==> src/rtl/logic_unit_arbiter_pkg.sv <==
// Shared definitions for the logic unit arbiter: FSM encoding, operand width
// and the default settle time of the shared combinational unit.
package logic_unit_arbiter_pkg;

    typedef enum logic [1:0] {
        ST_IDLE  = 2'b00,
        ST_DRIVE = 2'b01,
        ST_RESP  = 2'b10
    } state_e;

    localparam int OPW               = 3;
    localparam int DEF_SETTLE_CYCLES = 1;
    localparam int SETTLE_W          = 4;

endpackage

==> src/rtl/logic_unit_arbiter_rr_pick.sv <==
// Combinational round-robin selector: first set request at or above rr_ptr,
// wrapping past the top index.
module logic_unit_arbiter_rr_pick #(
    parameter int N_REQ = 4,
    parameter int ID_W  = 2
) (
    input  logic [N_REQ-1:0] req,
    input  logic [ID_W-1:0]  rr_ptr,
    output logic             any_req,
    output logic [ID_W-1:0]  winner
);

    logic [ID_W-1:0] idx_s;

    // Scan offsets from farthest to nearest so the nearest set bit wins last.
    always_comb begin
        any_req = 1'b0;
        winner  = {ID_W{1'b0}};
        idx_s   = {ID_W{1'b0}};
        for (int k = N_REQ - 1; k >= 0; k--) begin
            idx_s = ID_W'((int'(rr_ptr) + k) % N_REQ);
            if (req[idx_s]) begin
                any_req = 1'b1;
                winner  = idx_s;
            end else begin
                any_req = any_req;
                winner  = winner;
            end
        end
    end

endmodule

==> src/rtl/logic_unit_arbiter.sv <==
// Round-robin arbiter sharing one external 3-in/3-out combinational logic unit
// between N_REQ requesters; results return tagged with the requester id.
module logic_unit_arbiter
    import logic_unit_arbiter_pkg::*;
#(
    parameter int N_REQ         = 4,
    parameter int ID_W          = 2,
    parameter int SETTLE_CYCLES = DEF_SETTLE_CYCLES,
    parameter int CNT_W         = 16
) (
    input  logic                 clk,
    input  logic                 rst_n,
    input  logic [N_REQ-1:0]     req,
    input  logic [OPW*N_REQ-1:0] req_abc,
    output logic [N_REQ-1:0]     ack,
    output logic                 rsp_valid,
    output logic [ID_W-1:0]      rsp_id,
    output logic [OPW-1:0]       rsp_xyz,
    output logic [OPW-1:0]       fu_abc,
    input  logic [OPW-1:0]       fu_xyz,
    output logic                 busy,
    output logic [CNT_W-1:0]     op_count
);

    localparam logic [N_REQ-1:0] ACK_ONE = {{(N_REQ-1){1'b0}}, 1'b1};

    state_e                state_r;
    logic [ID_W-1:0]       id_r;
    logic [ID_W-1:0]       rr_ptr_r;
    logic [SETTLE_W-1:0]   cnt_r;
    logic [ID_W-1:0]       win_s;
    logic [ID_W-1:0]       next_ptr_s;
    logic                  any_req_s;
    logic [OPW-1:0]        operand_s [N_REQ];

    // Unpack the flat operand bus into one entry per requester.
    always_comb begin
        for (int i = 0; i < N_REQ; i++) begin
            operand_s[i] = req_abc[OPW*i +: OPW];
        end
    end

    // Pointer moves just past the winner so it gets lowest priority next time.
    always_comb begin
        if (win_s == ID_W'(N_REQ - 1)) begin
            next_ptr_s = {ID_W{1'b0}};
        end else begin
            next_ptr_s = win_s + ID_W'(1);
        end
    end

    logic_unit_arbiter_rr_pick #(
        .N_REQ (N_REQ),
        .ID_W  (ID_W)
    ) u_rr_pick (
        .req     (req),
        .rr_ptr  (rr_ptr_r),
        .any_req (any_req_s),
        .winner  (win_s)
    );

    // Grant / settle / respond sequencer with all outputs registered.
    always_ff @(posedge clk or negedge rst_n) begin
        if (!rst_n) begin
            state_r   <= ST_IDLE;
            id_r      <= {ID_W{1'b0}};
            rr_ptr_r  <= {ID_W{1'b0}};
            cnt_r     <= {SETTLE_W{1'b0}};
            ack       <= {N_REQ{1'b0}};
            rsp_valid <= 1'b0;
            rsp_id    <= {ID_W{1'b0}};
            rsp_xyz   <= {OPW{1'b0}};
            fu_abc    <= {OPW{1'b0}};
            busy      <= 1'b0;
            op_count  <= {CNT_W{1'b0}};
        end else begin
            case (state_r)
                ST_IDLE: begin
                    if (any_req_s) begin
                        id_r     <= win_s;
                        fu_abc   <= operand_s[win_s];
                        cnt_r    <= SETTLE_W'(SETTLE_CYCLES - 1);
                        rr_ptr_r <= next_ptr_s;
                        busy     <= 1'b1;
                        state_r  <= ST_DRIVE;
                    end else begin
                        state_r  <= ST_IDLE;
                    end
                end
                ST_DRIVE: begin
                    if (cnt_r != {SETTLE_W{1'b0}}) begin
                        cnt_r     <= cnt_r - SETTLE_W'(1);
                    end else begin
                        rsp_xyz   <= fu_xyz;
                        rsp_id    <= id_r;
                        rsp_valid <= 1'b1;
                        ack       <= ACK_ONE << id_r;
                        op_count  <= op_count + CNT_W'(1);
                        state_r   <= ST_RESP;
                    end
                end
                ST_RESP: begin
                    ack       <= {N_REQ{1'b0}};
                    rsp_valid <= 1'b0;
                    busy      <= 1'b0;
                    state_r   <= ST_IDLE;
                end
                default: begin
                    ack       <= {N_REQ{1'b0}};
                    rsp_valid <= 1'b0;
                    busy      <= 1'b0;
                    state_r   <= ST_IDLE;
                end
            endcase
        end
    end

endmodule
==> config.mk <==
export PLATFORM = sky130hd
export DESIGN_NAME = logic_unit_arbiter
export DESIGN_NICKNAME = d
export VERILOG_FILES = /design/src/rtl/logic_unit_arbiter_pkg.sv /design/src/rtl/logic_unit_arbiter_rr_pick.sv /design/src/rtl/logic_unit_arbiter.sv
export SDC_FILE = /design/constraint.sdc
export NUM_CORES = 1
export LEC_CHECK = 0
export ABC_AREA = 1
export BUFFER_PORTS_ARGS = -buffer_cell sky130_fd_sc_hd__buf_2
export CORE_AREA = 5 5 69 71
export DETAILED_ROUTE_END_ITERATION = 12
export DIE_AREA = 0 0 74 76
export PLACE_DENSITY_LB_ADDON = 0.1
export SLEW_MARGIN = 20
export SYNTH_ARGS = -nofsm -noshare
export SYNTH_HDL_FRONTEND = slang
export SYNTH_SLANG_ARGS = --single-unit
==> constraint.sdc <==
create_clock -name clk -period 2.2 [get_ports clk]
set_input_delay 0.11 -clock clk [delete_from_list [all_inputs] [get_ports clk]]
set_output_delay 0.11 -clock clk [all_outputs]
set_load 0.05 [all_outputs]
==> results.ini, run 1 <==
[run]
maxCapViolations=0

[place]
dp_hpwl_um=3088
portBuffers=50
place_congestion=0.7142
dpl_cell_area_um2=2356

[detailed_routing]
drcViolationCount=0
dr.first_iter.drc_count=71
viasPerCell=4.782
postRouteAntennaNets=0
vias=1664
drt-total-wl_um=4022
wl_per_cell_um=11.56
firstDrtPassIters=4

[sta]
max_freq_mhz=540.6
period_share_pct=84.09
fin_skew_ns=0.004329
relSlewSlack_pct=42.46
grt_setup_unrepaired=false
slew_violations=0
tns_ns=0
hold_violations=0
setup_viol=0
worst_slew_pin_slew_ns=0.8631
period_minus_slack_ns=1.850

[final_layout]
design_area_um2=2459
drive_gt1_share_pct=27.03
diodes=0
fill_cells=378
post-route-util_pct=58.90
seq_area_um2=1001
syn_to_final_growth_pct=19.60
nNetsFinal=319
multi_input_area_um2=920.9

[clocking]
numCtsBuffers=5
clk_latency_ns=0.29
clock_path_buffers=2
cts_resized=0
cts_tree=done
clockRootBuffer=clkbuf_8
cts_sinks=40
cts.clk_slew.worst_paths_ns=0.07
h-tree-depth=2

[setup_path]
cp_common_cell=nor2_4
cp-startpoint=cnt_r[1]
critical_path_class=flip-flop to flip-flop
path_cells=inv_1, ha_1, nand2_2, nor2_8, inv_4, nor2_4, nand3b_4, nor2_4, nand2_2, nor2_4, nand3_1, nand2_1, nand2_1
r2r_start=cnt_r[1]
critPathArrivalTime_ns=2.04
critical-path-max-stage-delay_ns=0.38
critPathCaptureType=flip-flop
worstSetupStartpointType=flip-flop
critPathMaxFanout=14
crit_required_ns=2.39
slowest_stage=dfrtp_1

[hold_path]
min_path_type=input pin to flip-flop
hold_start=fu_xyz[2]

[yosys]
netlist_area_um2=2056
synth_area_leaders=dfrtp_1 (49%), nand2_1 (13%), nand3_1 (6.6%)
synth_edf_count=0
synth_top_area_cell=dfrtp_1
yosysMostFrequentCell=nand2_1
synth_area_per_cell_um2=8.601
synth_top_area_share_pct=48.69
seq_area_frac_synth_pct=48.69
ys.flop_type=dfrtp_1
ys_top_cells_by_count=nand2_1 (69), dfrtp_1 (40), inv_1 (29), nand3_1 (27), o21ai_0 (9)
ys_async_sr_fraction_pct=100.0
yosys_warnings=0
netlist_instances=239
syn_nets=263
synth-seq-cells=40
synthDistinctLibCells=29

[global_route]
grtUsageTotal_pct=15.67
grt_start_max_net_pins=41
grt_pass1_wl_um=7100
grt_overflow=0
antenna_found_initial=0
grt_pass1_vias=1629

[die]
start_util_pct=49.25
core_area_um2=4174
rows=24
io_pins=51
die_x_um=74
dieArea_um2=5624
die_h_um=76

[outcome]
status=finished clean

[power_and_ir_drop]
p_leak_nw=1.377
vdd_drop_max_v=0.0007787
p_per_area_nw_per_um2=1475
fin_total_pwr_w=0.003627

## critical path, delay by kind of cell, from the launching register on
kind          cells  cell delay (ns)
simple gates     10             1.01
flops             1             0.38
buf+inv           2             0.20
fa+ha+maj         1             0.16
## report_power, final
| group | total [W] | leakage (nW) | internal (W) | switching, W |
|---|---|---|---|---|
| logic | 0.00197 | 0.810 | 0.000537 | 0.00144 |
| clock network | 0.000494 | 0.0510 | 0.000250 | 0.000244 |
| registers | 0.00116 | 0.517 | 0.000969 | 0.000192 |
| total | 0.00363 | 1.38 | 0.00176 | 0.00187 |
## routing by layer
layer / part of all wire (%) / wire length, um / up-vias / GRT usage (%)
li1: - / - / 874 / -
met1: 49 / 1965 / 742 / 22.77
met2: 44 / 1769 / 40 / 22.96
met3: 5.2 / 210 / 8 / 2.902
met4: 1.9 / 76 / 0 / 5.978
met5: 0 / 0 / - / 0
## worst paths after layout
check | end | slack (ns) | depth (start not counted)
min in group asynchronous | rsp_valid | 0.47 | 2
max | op_count[15] | 0.35 | 13
min | rsp_xyz[2] | 0.03 | 3
max reg2reg | op_count[15] | 0.35 | 13
max in group asynchronous | op_count[9] | 1.19 | 2
min reg2reg | fu_abc[0] | 0.48 | 2
## per-stage QoR
step	hold slack (ns)	std cells	worst slack, ns
after CTS	0.01672	348	0.3140
final	0.02770	348	0.3500
after floorplan	-0.1856	239	0.4156
after global routing	0.03348	348	0.1071
after global placement	0.2726	339	0.3661
after detailed placement	0.2743	339	0.3278
## cells by family (layout without fill, tap and decap cells)
family	count (synthesis)	count (layout)	synth area share, %
fa+ha+maj	3	3	1.826
simple gates	132	132	32.75
flops	40	40	48.69
buf+inv	33	90	6.512
compound gates	18	18	4.686
xor+xnor	13	13	5.539
## final cells by class
| class | instances | share of cell area (%) |
|---|---|---|
| sequential | 40 | 40.71 |
| multi-input combinational | 166 | 37.46 |
| timing repair buffer | 51 | 10.59 |
| inverter | 31 | 4.835 |
| clock buffer | 6 | 3.359 |
| tap | 52 | 2.646 |
| clock inverter | 2 | 0.4071 |
## what timing repair did
item	CTS	global route
setup buffers	0	0
hold buffers	1	0
setup endpoints to repair	0	0
hold endpoints to repair	40	0
## state kept, by name, indices dropped and copies added (netlist names)
register / flops
busy: 1
ack: 4
state_r: 2
id_r: 2
rsp_id: 2
rr_ptr_r: 2
cnt_r: 4
op_count: 16
rsp_xyz: 3
fu_abc: 3
rsp_valid: 1
## cells in the final DEF (no fill, tap or decap), types with 4 or more instances in the layout
master	synthesis	final
xor2_1	6	6
nand4_1	5	5
nor2_1	8	8
dfrtp_1	40	40
nand2_2	7	7
inv_1	29	29
clkbuf_8	0	6
o21ai_0	9	9
nand3_1	27	27
buf_2	0	50
nand2_1	69	69
nor2_4	4	4
a21oi_1	5	5
xnor2_1	7	7
Note: power is estimated with default switching activity, not from simulation.
==> inputs of run 2 (changes only) <==
ABC_AREA = 0   (was 1)
CORE_AREA = 5 5 67 69   (was 5 5 69 71)
DIE_AREA = 0 0 72 74   (was 0 0 74 76)
clock period = 1.79 ns   (was 2.2 ns; I/O delays follow)
==> run 2 against run 1 <==
Compared with the run above: fmax increased by 4.0%; clock-buffer cell count unchanged; first-iteration DRC count increased by 27%; sequential power increased by 28%.
==> results.ini, run 2 <==
[final_layout]
fill_cells=315  ; was 378
nNetsFinal=280  ; was 319
final_cells=307  ; was 348
drive_gt1_share_pct=38.13  ; was 27.03%
multi_input_area_um2=895.9  ; was 920.9 um2
diodes=0  ; unchanged
syn_to_final_growth_pct=34.97  ; was 19.60%
final_cell_mix=buf_2 (50), dfrtp_1 (40), nand2_1 (30)  ; was nand2_1 (69), buf_2 (50), dfrtp_1 (40)
final_common_cell=buf_2  ; was nand2_1
seq_area_um2=1001  ; unchanged
top_regs=op_count x16, ack x4, cnt_r x4  ; unchanged
largest_reg_flops=16  ; unchanged
top_register=op_count  ; unchanged

[place]
place_congestion=0.8655  ; was 0.7142
portBuffers=50  ; unchanged
dp_hpwl_um=3145  ; was 3088 um
dp.cells=290  ; was 339

[sta]
period_minus_slack_ns=1.779  ; was 1.850 ns
max_freq_mhz=562.2  ; was 540.6 MHz
whs_ns=0.02094  ; was 0.02770 ns
worst_slew_pin_slew_ns=0.4609  ; was 0.8631 ns
hold_violations=0  ; unchanged
period_share_pct=99.37  ; was 84.09%
relSlewSlack_pct=69.27  ; was 42.46%
setup_viol=0  ; unchanged
slew_violations=0  ; unchanged
grt_setup_unrepaired=true  ; was false
fin_skew_ns=0.009003  ; was 0.004329 ns

[yosys]
synth_area_leaders=dfrtp_1 (54%), nand2_1 (6.2%), xnor2_1 (4.2%)  ; was dfrtp_1 (49%), nand2_1 (13%), nand3_1 (6.6%)
ys.flop_type=dfrtp_1  ; unchanged
synth-adder-area-share_pct=2.013  ; was 1.826%
netlist_area_um2=1864  ; was 2056 um2
synthDistinctLibCells=37  ; was 29
synth_top_area_cell=dfrtp_1  ; unchanged
synth_edf_count=0  ; unchanged
ys_top_cells_by_count=dfrtp_1 (40), nand2_1 (31), nor2_1 (13), nand3_1 (11)  ; was nand2_1 (69), dfrtp_1 (40), inv_1 (29), nand3_1 (27), o21ai_0 (9)
synthSimpleGateAreaFrac_pct=23.02  ; was 32.74%
syn_nets=206  ; was 263
synth-seq-cells=40  ; unchanged
synth_top_area_share_pct=53.69  ; was 48.69%
synth-compound-area-share_pct=8.255  ; was 4.687%
synthXorXnorAreaFrac_pct=8.456  ; was 5.539%
ys_async_sr_fraction_pct=100.0  ; unchanged
synth_top_family_by_area=simple AND/OR/NAND/NOR gates  ; unchanged
seq_area_frac_synth_pct=53.69  ; was 48.69%
yosysMostFrequentCell=dfrtp_1  ; was nand2_1
synth_area_per_cell_um2=10.24  ; was 8.601 um2
yosys_warnings=0  ; unchanged
synth.area.mux_share_pct=2.148  ; was 0%
netlist_instances=182  ; was 239

[global_route]
grt_start_max_net_pins=22  ; was 41
grt_pass1_vias=1657  ; was 1629
grtUsageTotal_pct=18.09  ; was 15.67%
grt_overflow=0  ; unchanged
antenna_found_initial=0  ; unchanged
grt_pass1_wl_um=7493  ; was 7100 um

[setup_path]
r2r_start=rr_ptr_r[1]  ; was cnt_r[1]
critPathMaxFanout=5  ; was 14
slowest_stage=or4b_4  ; was dfrtp_1
critPathArrivalTime_ns=1.99  ; was 2.04 ns
r2r_slack_ns=0.01  ; was 0.35 ns
reg2reg_depth=6  ; was 13
worstSetupStartpointType=flip-flop  ; unchanged
critical_path_buf_inv_count=1  ; was 2
crit_required_ns=2.00  ; was 2.39 ns
reg2reg_to=fu_abc[2]  ; was op_count[15]
critical_path_class=flip-flop to flip-flop  ; unchanged
critical-path-max-stage-delay_ns=0.50  ; was 0.38 ns
critPathTopFamily=simple AND/OR/NAND/NOR gates  ; unchanged
path_cells=mux2i_1, and2_4, buf_6, or4b_4, a211o_1, o211ai_1  ; was inv_1, ha_1, nand2_2, nor2_8, inv_4, nor2_4, nand3b_4, nor2_4, nand2_2, nor2_4, nand3_1, nand2_1, nand2_1
critPathCaptureType=flip-flop  ; unchanged

[power_and_ir_drop]
switching_power_w=0.002057  ; was 0.001871 W
p_sw_share_pct=46.82  ; was 51.58%
p_per_area_nw_per_um2=1746  ; was 1475 nW/um2
internal-power_w=0.002336  ; was 0.001756 W
vdd_drop_max_v=0.0008677  ; was 0.0007787 V
pwr-share-seq_pct=33.6  ; was 32.0%
p_leak_nw=1.309  ; was 1.377 nW
pwr-share-clk_pct=14.0  ; was 13.6%
fin_total_pwr_w=0.004393  ; was 0.003627 W
combPwrFrac_pct=52.4  ; was 54.4%

[clocking]
cts_sinks=40  ; unchanged
h-tree-depth=2  ; unchanged
numCtsBuffers=5  ; unchanged
clock_path_buffers=2  ; unchanged
clockRootBuffer=clkbuf_8  ; unchanged
cts.clk_slew.worst_paths_ns=0.08  ; was 0.07 ns
clk_latency_ns=0.29  ; about the same
cts_tree=done  ; unchanged

[detailed_routing]
firstDrtPassIters=4  ; unchanged
drt-total-wl_um=4281  ; was 4022 um
postRouteAntennaNets=0  ; unchanged
wl_per_cell_um=13.94  ; was 11.56 um
dr.first_iter.drc_count=90  ; was 71
vias=1578  ; was 1664
viasPerCell=5.140  ; was 4.782
drcViolationCount=0  ; unchanged

[hold_path]
hold_path_depth=3  ; unchanged
whs_endpoint=rsp_xyz[2]  ; unchanged
hold_start=fu_xyz[2]  ; unchanged
min_path_type=input pin to flip-flop  ; unchanged

[die]
dieArea_um2=5328  ; was 5624 um2
start_util_pct=48.35  ; was 49.25%
core_area_um2=3856  ; was 4174 um2
die_x_um=72  ; was 74 um
io_pins=51  ; unchanged
rows=23  ; was 24
die_h_um=74  ; was 76 um

[outcome]
status=finished clean  ; unchanged

[run]
maxCapViolations=0  ; unchanged

[run 2: changes by cell type after synthesis, moves of 4 or more]
cell and delta:
nand3b_1 +4, inv_1 -24, nor2_1 +5, and3_1 +5, nand2_2 -7, nand2b_1 +5
mux2i_1 +4, nand3_1 -16, nand2_1 -38, nand4_1 -5, nor2_4 -4
[run 2: worst reg2reg max path: stages (launching register included)]
cell	delay, ns
dfrtp_1	0.43
mux2i_1	0.14
and2_4	0.15
buf_6	0.11
or4b_4	0.50
a211o_1	0.30
o211ai_1	0.07
[run 2: power by group through the flow]
stage | Combinational (W) | Sequential, W | Clock [W]
after floorplan | 0.000961 | 0.00209 | 0
after global placement | 0.00206 | 0.00147 | 0
after detailed placement | 0.00212 | 0.00148 | 0
after CTS | 0.00219 | 0.00147 | 0.000632
after global routing | 0.00251 | 0.00152 | 0.000676
final | 0.00230 | 0.00148 | 0.000616
[run 2: metal layers]
metal / share of wire (%) / wire, um / track usage [%]
met1: 42 / 1791 / 21.08
met2: 49 / 2112 / 31.22
met3: 6.2 / 264 / 4.324
met4: 2.6 / 112 / 9.395
met5: 0 / 0 / 0
[run 2: final cells by class]
cell class	instances	share of cell area [%]
multi-input cells	132	35.60
clock inverters	2	0.3978
clock buffers	6	3.282
well taps	50	2.486
flip-flops and latches	40	39.78
inverters	6	0.9945
repair buffers	71	17.45
[run 2: worst max path at each step]
stage | startpoint | to | slack (ns) | cells after the start
final | rr_ptr_r[1] | fu_abc[2] | 0.01 | 6
after global routing | cnt_r[0] | op_count[15] | -0.07 | 7
after CTS | cnt_r[0] | op_count[15] | 0.001 | 7
after detailed placement | rr_ptr_r[1] | fu_abc[0] | -0.07 | 5
after global placement | cnt_r[0] | op_count[15] | 0.02 | 7
after floorplan | cnt_r[0] | op_count[10] | -0.04 | 6
[run 2: kinds of logic after synthesis]
family | after synthesis
compound gates | 23
xor+xnor | 18
fa+ha+maj | 3
buf+inv | 10
flops | 40
mux | 4
simple gates | 84
[run 2: through the flow]
| step | TNS [ns] | setup slack [ns] | cell area, um2 | utilization [%] |
|---|---|---|---|---|
| global placement | 0 | 0.01752 | 2265 | 58.73 |
| finish | 0 | 0.01134 | 2516 | 65.25 |
| detailed placement | -0.1660 | -0.07001 | 2265 | 58.73 |
| CTS | 0 | 0.001115 | 2439 | 63.24 |
| global route | -0.2497 | -0.07175 | 2516 | 65.25 |
| floorplan | -0.1196 | -0.03603 | 1892 | - |
[run 2: what timing repair did]
action	4_1_cts	5_1_grt
hold buffers	3	0
hold endpoints to repair	21	0
pin swaps	2	10
setup endpoints to repair	6	15
buffers inserted	3	3
gates resized for setup	7	15
==> inputs of run 3 (changes only) <==
ABC_AREA = 1   (was 0)
CORE_AREA = 5 5 69 71   (was 5 5 67 69)
DIE_AREA = 0 0 74 76   (was 0 0 72 74)
==> run 3 against run 2 <==
Compared with the run above: fmax increased by 4.7%; total power grew 11%; clock-buffer cell count rose by 1; worst hold slack got worse by 0.0037 ns; die area is 5.6% higher; cell area grew 5.8%; register-to-register slack better by 0.08 ns; cell count is 19% higher; via count grew 12%; routed wire length rose by 0.58%; critical endpoint is now id_r[1]; highest routed layer unchanged.
==> results.ini, run 3 (synthesis results as in run 1) <==
[final_layout]
drive_gt1_share_pct=34.94  ; was 38.13%
nNetsFinal=336  ; was 280
diodes=0  ; unchanged
top_register=op_count  ; unchanged
final_cell_mix=nand2_1 (66), buf_2 (50), dfrtp_1 (39)  ; was buf_2 (50), dfrtp_1 (40), nand2_1 (30)
syn_to_final_growth_pct=29.46  ; was 34.97%
largest_reg_flops=16  ; unchanged
final_common_cell=nand2_1  ; was buf_2
top_regs=op_count x16, ack x4, cnt_r x4  ; unchanged

[global_route]
grt_pass1_vias=1632  ; was 1657
antenna_found_initial=0  ; unchanged
grtUsageTotal_pct=15.93  ; was 18.09%
grt_start_max_net_pins=41  ; was 22
grt_overflow=0  ; unchanged
grt_pass1_wl_um=7203  ; was 7493 um

[setup_path]
path_cells=buf_4, nand2_2, nand3_2, nand2_1, inv_1, nand4_1, nand2_4, buf_4, buf_4, a21oi_1  ; was mux2i_1, and2_4, buf_6, or4b_4, a211o_1, o211ai_1
cp_common_cell=buf_4
reg2reg_depth=10  ; was 6
worstSetupStartpointType=flip-flop  ; unchanged
slowest_stage=dfrtp_2  ; was or4b_4
reg2reg_to=id_r[1]  ; was fu_abc[2]
critical_path_buf_inv_count=4  ; was 1
critPathTopFamily=buffers and inverters  ; was simple AND/OR/NAND/NOR gates
r2r_start=rr_ptr_r[0]  ; was rr_ptr_r[1]
critical_path_class=flip-flop to flip-flop  ; unchanged
critPathArrivalTime_ns=1.91  ; was 1.99 ns
critPathCaptureType=flip-flop  ; unchanged
critical-path-max-stage-delay_ns=0.47  ; was 0.50 ns
r2r_slack_ns=0.09  ; was 0.01 ns
critPathMaxFanout=7  ; was 5
crit_required_ns=2.00  ; about the same

[clocking]
clock_path_buffers=2  ; unchanged
numCtsBuffers=5  ; unchanged
h-tree-depth=2  ; unchanged
clockRootBuffer=clkbuf_8  ; unchanged
clk_latency_ns=0.28  ; was 0.29 ns
cts.clk_slew.worst_paths_ns=0.07  ; was 0.08 ns
cts_tree=done  ; unchanged
cts_sinks=40  ; unchanged

[run]
maxCapViolations=0  ; unchanged

[detailed_routing]
drt-total-wl_um=4306  ; was 4281 um
postRouteAntennaNets=0  ; unchanged
dr.first_iter.drc_count=119  ; was 90
vias=1772  ; was 1578
firstDrtPassIters=4  ; unchanged
wl_per_cell_um=11.83  ; was 13.94 um
drcViolationCount=0  ; unchanged
viasPerCell=4.868  ; was 5.140

[hold_path]
hold_path_depth=3  ; unchanged
hold_start=fu_xyz[0]  ; was fu_xyz[2]
whs_endpoint=rsp_xyz[0]  ; was rsp_xyz[2]
min_path_type=input pin to flip-flop  ; unchanged

[power_and_ir_drop]
combPwrFrac_pct=58.2  ; was 52.4%
pwr-share-seq_pct=28.8  ; was 33.6%
p_sw_share_pct=50.39  ; was 46.82%
p_per_area_nw_per_um2=1836  ; was 1746 nW/um2
switching_power_w=0.002462  ; was 0.002057 W
vdd_drop_max_v=0.001329  ; was 0.0008677 V
pwr-share-clk_pct=12.9  ; was 14.0%
p_leak_nw=1.463  ; was 1.309 nW
internal-power_w=0.002424  ; was 0.002336 W

[sta]
setup_viol=0  ; unchanged
tns_ns=0  ; unchanged
period_minus_slack_ns=1.699  ; was 1.779 ns
worst_slew_pin_slew_ns=0.4905  ; was 0.4609 ns
slew_violations=0  ; unchanged
whs_ns=0.01724  ; was 0.02094 ns
max_freq_mhz=588.5  ; was 562.2 MHz
fin_skew_ns=0.005549  ; was 0.009003 ns
hold_violations=0  ; unchanged
relSlewSlack_pct=67.30  ; was 69.27%
period_share_pct=94.93  ; was 99.37%

[die]
core_area_um2=4174  ; was 3856 um2
start_util_pct=49.25  ; was 48.35%
io_pins=51  ; unchanged
rows=24  ; was 23
dieArea_um2=5624  ; was 5328 um2
die_x_um=74  ; was 72 um
die_h_um=76  ; was 74 um

[place]
portBuffers=50  ; unchanged
dp_hpwl_um=3153  ; was 3145 um
place_congestion=0.7759  ; was 0.8655

[outcome]
status=finished clean  ; unchanged

-- run 3: cell count changes in the layout (fill, tap and decap cells not counted), sizes merged, moves of 4 or more --
cell	delta
nand2	+45
inv	+24
nand3	+19
and3	-5
nand2b	-5
nand4	+5
mux2i	-4
-- run 3: final cells by class --
type,instances,area (um2)
Fill cell,366,1513
Sequential cell,40,1002
Multi-Input combinational cell,166,982.2
Timing Repair Buffer,68,392.9
Inverter,31,122.6
Clock buffer,7,96.34
Tap cell,52,65.06
-- run 3: stage by stage --
step / utilization, % / total power [W] / area (um2) / cells / setup slack (ns)
global route: 63.76 / 0.005287 / 2661 / 364 / -0.01717
detailed placement: 57.52 / 0.004001 / 2401 / 345 / -0.03164
finish: 63.76 / 0.004886 / 2661 / 364 / 0.09070
global placement: 57.52 / 0.003960 / 2401 / 345 / 0.02369
floorplan: - / 0.003381 / 2056 / 239 / 0.005560
CTS: 60.58 / 0.004652 / 2529 / 355 / 0.03120
-- run 3: metal layers --
layer	track usage [%]	routed length (um)	part of all wire, %
met1	22.85	2085	48
met2	23.23	1884	44
met3	3.298	280	6.5
met4	6.522	55	1.3
met5	0	0	0
-- run 3: worst max path at each step --
stage                           start      endpoint  slack, ns  cells past startpoint
after floorplan           op_count[2]  op_count[15]      0.006                      9
after global placement    rr_ptr_r[0]     fu_abc[0]       0.02                     10
after detailed placement  rr_ptr_r[0]     fu_abc[2]      -0.03                     12
after CTS                    cnt_r[1]  op_count[15]       0.03                     13
after global routing         cnt_r[1]  op_count[12]      -0.02                     10
final                     rr_ptr_r[0]       id_r[1]       0.09                     10
-- run 3: worst min-delay path: stages --
cell and delay [ns]:
buf_2 0.08, nand2_1 0.04, nand2_1 0.06
-- run 3: power groups by stage --
stage	combinational, W	clock, W	sequential (W)
final	0.00285	0.000633	0.00141
after global routing	0.00315	0.000688	0.00145
after CTS	0.00258	0.000655	0.00141
after detailed placement	0.00258	0	0.00142
after global placement	0.00254	0	0.00142
after floorplan	0.00130	0	0.00208
-- run 3: what timing repair did --
action | in CTS | in global routing
setup buffers | 0 | 9
setup endpoints to repair | 5 | 14
resized for setup | 1 | 22
pin swaps | 0 | 7
hold buffers | 3 | 0
endpoints found under the hold margin | 42 | 0
